File: src/rtl/cpu7_mem_arb_pkg.sv
`default_nettype none
// =============================================================================
// Module      : cpu7_mem_arb_pkg
// Description : Shared types for the cpu7 two-to-one memory arbiter.
// Revision    : 1.0 - initial release
// =============================================================================
package cpu7_mem_arb_pkg;

   // Width of the address/data fields carried in the issue slot.
   localparam int c_grlen = 32;

   localparam logic SRC_INST = 1'b0;
   localparam logic SRC_DATA = 1'b1;

   typedef struct packed {
      logic               valid;
      logic               src;
      logic               wr;
      logic [3:0]         wstrb;
      logic [c_grlen-1:0] addr;
      logic [c_grlen-1:0] wdata;
      logic               kill;
   } slot_t;

   typedef struct packed {
      logic src;
      logic kill;
   } tag_t;

endpackage
`default_nettype wire

File: src/rtl/cpu7_tag_fifo.sv
`default_nettype none
// =============================================================================
// Module      : cpu7_tag_fifo
// Description : In-order tag FIFO with a broadcast kill of all inst entries.
// Revision    : 1.0 - initial release
// =============================================================================
module cpu7_tag_fifo
   import cpu7_mem_arb_pkg::*;
#(
   parameter int DEPTH = 4
) (
   input  logic                     clk,
   input  logic                     reset,
   input  logic                     push,
   input  tag_t                     push_tag,
   input  logic                     pop,
   input  logic                     kill_all_inst,
   output tag_t                     head,
   output logic [$clog2(DEPTH):0]   occ,
   output logic                     empty
);

   localparam int c_aw = $clog2(DEPTH);
   localparam logic [c_aw-1:0] c_ptr_one = c_aw'(1);
   localparam logic [c_aw:0]   c_occ_one = (c_aw+1)'(1);

   tag_t            r_mem [DEPTH];
   logic [c_aw-1:0] r_wr_ptr;
   logic [c_aw-1:0] r_rd_ptr;
   logic [c_aw:0]   r_occ;

   assign head  = r_mem[r_rd_ptr];
   assign occ   = r_occ;
   assign empty = (r_occ == '0);

   always_ff @(posedge clk) begin
      if (reset) begin
         r_wr_ptr <= '0;
         r_rd_ptr <= '0;
         r_occ    <= '0;
         for (int i = 0; i < DEPTH; i++) begin
            r_mem[i] <= '0;
         end
      end else begin
         for (int i = 0; i < DEPTH; i++) begin
            if (kill_all_inst && r_mem[i].src == SRC_INST) begin
               r_mem[i].kill <= 1'b1;
            end
         end
         // An inst tag entering during a cancel is killed as it lands.
         if (push) begin
            r_mem[r_wr_ptr].src  <= push_tag.src;
            r_mem[r_wr_ptr].kill <= push_tag.kill |
                                    (kill_all_inst && push_tag.src == SRC_INST);
            r_wr_ptr             <= r_wr_ptr + c_ptr_one;
         end
         if (pop) begin
            r_rd_ptr <= r_rd_ptr + c_ptr_one;
         end
         case ({push, pop})
            2'b10:   r_occ <= r_occ + c_occ_one;
            2'b01:   r_occ <= r_occ - c_occ_one;
            default: r_occ <= r_occ;
         endcase
      end
   end

endmodule
`default_nettype wire

File: src/rtl/cpu7_mem_arb.sv
`default_nettype none
// =============================================================================
// Module      : cpu7_mem_arb
// Description : Round-robin IFU/EXU arbiter with one issue slot and in-order
//               response routing to a single downstream memory port.
// Revision    : 1.0 - initial release
// =============================================================================
module cpu7_mem_arb
   import cpu7_mem_arb_pkg::*;
#(
   parameter int GRLEN   = 32,
   parameter int MAX_OUT = 4
) (
   input  logic             clk,
   input  logic             reset,
   input  logic             inst_req,
   input  logic [31:0]      inst_addr,
   output logic             inst_addr_ok,
   input  logic             inst_cancel,
   output logic [GRLEN-1:0] inst_rdata,
   output logic             inst_valid,
   input  logic             data_req,
   input  logic             data_wr,
   input  logic [3:0]       data_wstrb,
   input  logic [GRLEN-1:0] data_addr,
   input  logic [GRLEN-1:0] data_wdata,
   output logic             data_addr_ok,
   output logic [GRLEN-1:0] data_rdata,
   output logic             data_data_ok,
   output logic             mem_req,
   output logic             mem_wr,
   output logic [3:0]       mem_wstrb,
   output logic [GRLEN-1:0] mem_addr,
   output logic [GRLEN-1:0] mem_wdata,
   input  logic             mem_addr_ok,
   input  logic [GRLEN-1:0] mem_rdata,
   input  logic             mem_data_ok,
   output logic             arb_err
);

   localparam int c_aw = $clog2(MAX_OUT);
   localparam logic [c_aw+1:0] c_max_out = (c_aw+2)'(MAX_OUT);

   slot_t           r_slot;
   slot_t           w_slot_nxt;
   logic            r_last_grant;
   logic            r_arb_err;
   tag_t            w_head;
   logic [c_aw:0]   w_occ;
   logic            w_empty;
   logic            w_issue;
   logic            w_pop;
   logic            w_can_take;
   logic            w_grant_data;
   logic            w_take;
   logic [c_aw+1:0] w_credits;

   // Credits cover everything accepted and unanswered, slot included, so a
   // capture needs FIFO + slot to leave room for one more.
   assign w_issue      = r_slot.valid && mem_addr_ok;
   assign w_credits    = {1'b0, w_occ} + {{(c_aw+1){1'b0}}, r_slot.valid};
   assign w_can_take   = (!r_slot.valid || mem_addr_ok) && (w_credits < c_max_out);
   assign w_grant_data = data_req && (!inst_req || r_last_grant == SRC_INST);
   assign w_take       = w_can_take && (inst_req || data_req);

   assign inst_addr_ok = w_can_take && inst_req && !w_grant_data;
   assign data_addr_ok = w_can_take && w_grant_data;

   always_comb begin
      w_slot_nxt = r_slot;
      if (w_take) begin
         w_slot_nxt.valid = 1'b1;
         if (w_grant_data) begin
            w_slot_nxt.src   = SRC_DATA;
            w_slot_nxt.wr    = data_wr;
            w_slot_nxt.wstrb = data_wstrb;
            w_slot_nxt.addr  = data_addr;
            w_slot_nxt.wdata = data_wdata;
            w_slot_nxt.kill  = 1'b0;
         end else begin
            w_slot_nxt.src   = SRC_INST;
            w_slot_nxt.wr    = 1'b0;
            w_slot_nxt.wstrb = 4'b0000;
            w_slot_nxt.addr  = inst_addr;
            w_slot_nxt.wdata = '0;
            w_slot_nxt.kill  = inst_cancel;
         end
      end else begin
         if (w_issue) begin
            w_slot_nxt.valid = 1'b0;
         end
         // A presented fetch is never withdrawn; it just issues as killed.
         if (inst_cancel && r_slot.src == SRC_INST) begin
            w_slot_nxt.kill = 1'b1;
         end
      end
   end

   always_ff @(posedge clk) begin
      if (reset) begin
         r_slot       <= '0;
         r_last_grant <= SRC_INST;
         r_arb_err    <= 1'b0;
      end else begin
         r_slot <= w_slot_nxt;
         if (w_take) begin
            r_last_grant <= w_grant_data ? SRC_DATA : SRC_INST;
         end
         if (mem_data_ok && w_empty) begin
            r_arb_err <= 1'b1;
         end
      end
   end

   assign w_pop = mem_data_ok && !w_empty;

   cpu7_tag_fifo #(
      .DEPTH         (MAX_OUT)
   ) u_tag_fifo (
      .clk           (clk),
      .reset         (reset),
      .push          (w_issue),
      .push_tag      ('{src: r_slot.src, kill: r_slot.kill}),
      .pop           (w_pop),
      .kill_all_inst (inst_cancel),
      .head          (w_head),
      .occ           (w_occ),
      .empty         (w_empty)
   );

   assign mem_req   = r_slot.valid;
   assign mem_wr    = r_slot.wr;
   assign mem_wstrb = r_slot.wstrb;
   assign mem_addr  = r_slot.addr;
   assign mem_wdata = r_slot.wdata;

   // A cancel in the same cycle as an inst pop also suppresses that response.
   assign inst_valid   = w_pop && w_head.src == SRC_INST && !w_head.kill && !inst_cancel;
   assign data_data_ok = w_pop && w_head.src == SRC_DATA;
   assign inst_rdata   = mem_rdata;
   assign data_rdata   = mem_rdata;
   assign arb_err      = r_arb_err;

endmodule
`default_nettype wire
File: config.mk
export PLATFORM = sky130hd
export DESIGN_NAME = cpu7_mem_arb
export DESIGN_NICKNAME = d
export VERILOG_FILES = /design/src/rtl/cpu7_mem_arb_pkg.sv /design/src/rtl/cpu7_tag_fifo.sv /design/src/rtl/cpu7_mem_arb.sv
export SDC_FILE = /design/constraint.sdc
export NUM_CORES = 1
export LEC_CHECK = 0
export CAP_MARGIN = 20
export CORE_MARGIN = 8
export CORE_UTILIZATION = 28
export DETAILED_ROUTE_END_ITERATION = 8
export DONT_BUFFER_PORTS = 1
export HOLD_SLACK_MARGIN = 0.06
export PLACE_DENSITY_LB_ADDON = 0.08
export SLEW_MARGIN = 15
export SYNTH_ARGS = -nofsm -noshare
export SYNTH_HDL_FRONTEND = slang
export SYNTH_SLANG_ARGS = --single-unit
File: constraint.sdc
create_clock -name clk -period 2.09 [get_ports clk]
set_input_delay 0.1045 -clock clk [delete_from_list [all_inputs] [get_ports clk]]
set_output_delay 0.1045 -clock clk [all_outputs]
set_load 0.05 [all_outputs]
==> results.txt <==
The layout cell share with drive strength beyond 1 was 15.0%. The die boundary height works out to 155 µm. Synthesis produced a netlist with a net count of 742.

After detailed routing, the average wire length per cell comes to 17.8 µm. From left edge to right edge, the die measures 155 µm. TritonCTS built the clock tree. The site row count was 51; the total setup violations reported at the end of the flow was 0. STA classifies the critical path endpoint as an output port. Switching part of the total: 37.6%. The post-synth design cell area is 5400 µm², and the all-layer global routing usage is 12.6%.

The tools report the wire length of the first global-routing pass as 23600 µm. For the number of max-cap violations, the log shows 0. At the end of the flow the core is filled with cells to 33.0%. The minimum clock period after layout came out at 2.00 ns. Setup repair after global routing could not meet its margin everywhere. Number of enable-type register cells in the synthesized netlist: 5. The min-delay analysis places its worst path in the category input pin to flip-flop. For this run, the post-layout net count is 722.

Measured against its own limit, the worst slew margin works out to 62.6%. After detailed routing, the total wire length is 15100 µm. On the worst path, the slowest cell contributes a delay of 0.61 ns. Detailed placement ended at an HPWL of 9680 µm.

The logs give 9 for the total CTS buffers and 4176 for the via count of the first global-routing pass. The tools report the number of DRC markers in iteration 0 as 115. The flow ran to the end, and the final reports show no timing, DRC or antenna violations.

The number of primary I/O pins is 279, and the placer congestion estimate is 0.701. Master of the slowest instance on the critical path: or4b_4. After detailed routing, the number of vias per cell comes to 4.54. Clock transition at the register clock pins on the worst setup and hold paths after CTS: 0.07 ns. The critical path startpoint category was a flip-flop.

The hold violation count in the final report was 0. VDD sags by at most 370 µV. The total of flip-flops plus latches after synthesis is 90, and the core area is 19200 µm².

The logs give 1 for the initial antenna violation count and 45.5% for the sequential power share. For this design the static power due to leakage is 0.00246 µW. The most common cell after layout, fill and taps aside is dlygate4sd3_1. The tightest hold path in the finished design has a slack of 0.0746 ns. The critical path is of the flip-flop to output port type. The highest clock frequency the design can meet was 0.501 GHz; the total non-filler cell area in the finished layout was 6340 µm². At the later pin of the worst-skew pair, clock insertion delay measures 0.35 ns. Number of distinct library cells after synthesis: 44. The tools report the CTS sink count as 90.

The tools report the initial standard-cell utilization of the core as 28.1%. Area added between synthesis and finish: 17.4%. The final routed DRC violation total came out at 0. The library cells used most frequently in the layout, excluding fill and tap cells, are dlygate4sd3_1 (108), dfxtp_1 (84), mux2i_1 (47). The top flip-flop cell by instance count after synthesis is dfxtp_1.

On the critical path the largest part of the delay comes from simple AND/OR/NAND/NOR gates. The floorplan step defined a die boundary enclosing 24000 µm². For this design the ratio of total power to cell area is 900 nW/µm². The run gives 2150 µW as the net switching power.

The logs give 0 for the max-slew violation count and 4 for the number of iterations in the first detailed-routing pass. The per-instance average area after synthesis is 9.06 µm². The data required time of the worst path was 1.99 ns. The H-tree was split into 3 levels. The tools report the total placed instance area as 4810 µm². Cell at the root of the clock tree: clkbuf_16. The overall via count from detail_route was 3843; the clock network fraction of total power was 29.5%. The internal portion of total power is 3560 µW, and the highest fanout seen on the critical path is 10. The tools report the final setup TNS as 0 ns. After layout, the worst path uses 95.6% of the clock period. The run gives 596 as the gate count after technology mapping. The proportion of register bits with asynchronous set or reset after synthesis was 0%; the number of filler instances in the final layout was 1945. Buffers placed on the I/O ports in this run total 0.

The number of nets with antenna violations after detailed routing is 0, and the slew at the pin with the worst max-slew slack is 0.560 ns. Of the synthesized area, sequential elements account for 34.3%. The number of warnings reported in the yosys synthesis log is 0, and the total buffers and inverters traversed by the critical path is 3. The share of total power in combinational logic is 25.0%, and the overflow left after global routing is 0. STA puts the critical path data arrival time at 1.89 ns. The logs give 70 for the maximum number of pins on one net before global-route repair and 2 for the number of buffers on the longest clock path.

The signal on the critical path passes through buf_4 > nor2b_4 > or4b_4 > inv_1 > buf_6. For the final database, setup skew stands at 0.0126 ns.
## kinds of logic after synthesis
group | synth area share, %
compound gates | 17.1
xor+xnor | 0.811
fa+ha+maj | 1.53
buf+inv | 24.6
flops | 34.3
mux | 9.54
simple gates | 12.2
## Yosys cell counts (6+ instances only)
library cell | count | area, µm²
buf_4 | 133 | 998
dfxtp_1 | 85 | 1700
mux2i_1 | 47 | 470
nand2_1 | 44 | 165
nor2b_1 | 35 | 219
inv_1 | 34 | 128
o41ai_1 | 32 | 280
o21ai_0 | 31 | 155
clkbuf_1 | 29 | 109
nand3_1 | 19 | 95.1
o32ai_2 | 19 | 309
nor2_1 | 9 | 33.8
a21oi_1 | 8 | 40.0
buf_2 | 6 | 30.0
## metrics by stage
step | total power (µW) | cells | worst slack (ns)
after floorplan | 4030 | 596 | 0.00664
after global placement | 3790 | 711 | 0.273
after detailed placement | 3810 | 711 | 0.221
after CTS | 5770 | 837 | 0.000621
after global routing | 6040 | 847 | -0.00145
final | 5710 | 847 | 0.0922
## registers in the layout, summed over array words and instances (netlist names), named ones only
signal	flops
mem_addr	32
mem_wdata	32
u_tag_fifo.r_mem	8
mem_wstrb	4
u_tag_fifo.occ	3
r_slot	2
u_tag_fifo.r_rd_ptr	2
u_tag_fifo.r_wr_ptr	2
arb_err	1
mem_req	1
mem_wr	1
## layer usage
metal | vias up | track usage [%] | routed length (µm)
met5 | - | 0 | 0
met4 | 0 | 3.83 | 195
met3 | 19 | 6.96 | 1740
met2 | 168 | 20.1 | 6830
met1 | 1758 | 14.0 | 6330
li1 | 1898 | - | -
## path summary, 6_finish.rpt
check,start,end,slack (ns),cells after the start
setup reg to reg,r_slot[70]$_SDFFE_PP0P_,mem_wdata[10]$_SDFFE_PP0P_,0.12,4
setup / recovery,mem_req$_SDFFE_PP0P_,data_addr_ok,0.09,5
hold reg to reg,u_tag_fifo.r_wr_ptr[1]$_SDFFE_PP0P_,u_tag_fifo.r_wr_ptr[1]$_SDFFE_PP0P_,0.52,2
hold / removal,mem_addr_ok,u_tag_fifo.r_mem[2][1]$_DFFE_PP_,0.07,2
## repair_timing
action,4_1_cts,5_1_grt
setup endpoints to repair,2,12
endpoints found under the hold margin,88,0
gates cloned,1,1
hold buffers,109,0
pin swaps,2,3
setup buffers,0,8
gates resized for setup,3,4
## worst reg2reg max path, delay by kind of cell (launching register included)
family / cells / cell delay (ns)
and+or+nand+nor: 1 / 0.83
AOI/OAI and AO/OA: 2 / 0.53
DFF: 1 / 0.39
buffers and inverters: 1 / 0.15
## power groups by stage
stage               sequential [µW]  clock, µW  combinational [µW]
global placement               2640          0                1150
finish                         2600       1680                1430
CTS                            2610       1760                1400
global route                   2640       1840                1570
floorplan                      2120          0                1900
detailed placement             2650          0                1160
## layout make-up
class	count	area (µm²)	area share, %
clock buffer	9	225	3.55
clock inverter	7	75.1	1.18
sequential	90	1850	29.2
antenna	1	2.50	0.0395
inverter	35	131	2.07
multi-input combinational	296	2280	36.0
tap	265	332	5.23
timing repair buffer	144	1440	22.7
No activity file was read; power rests on OpenSTA's default activity.
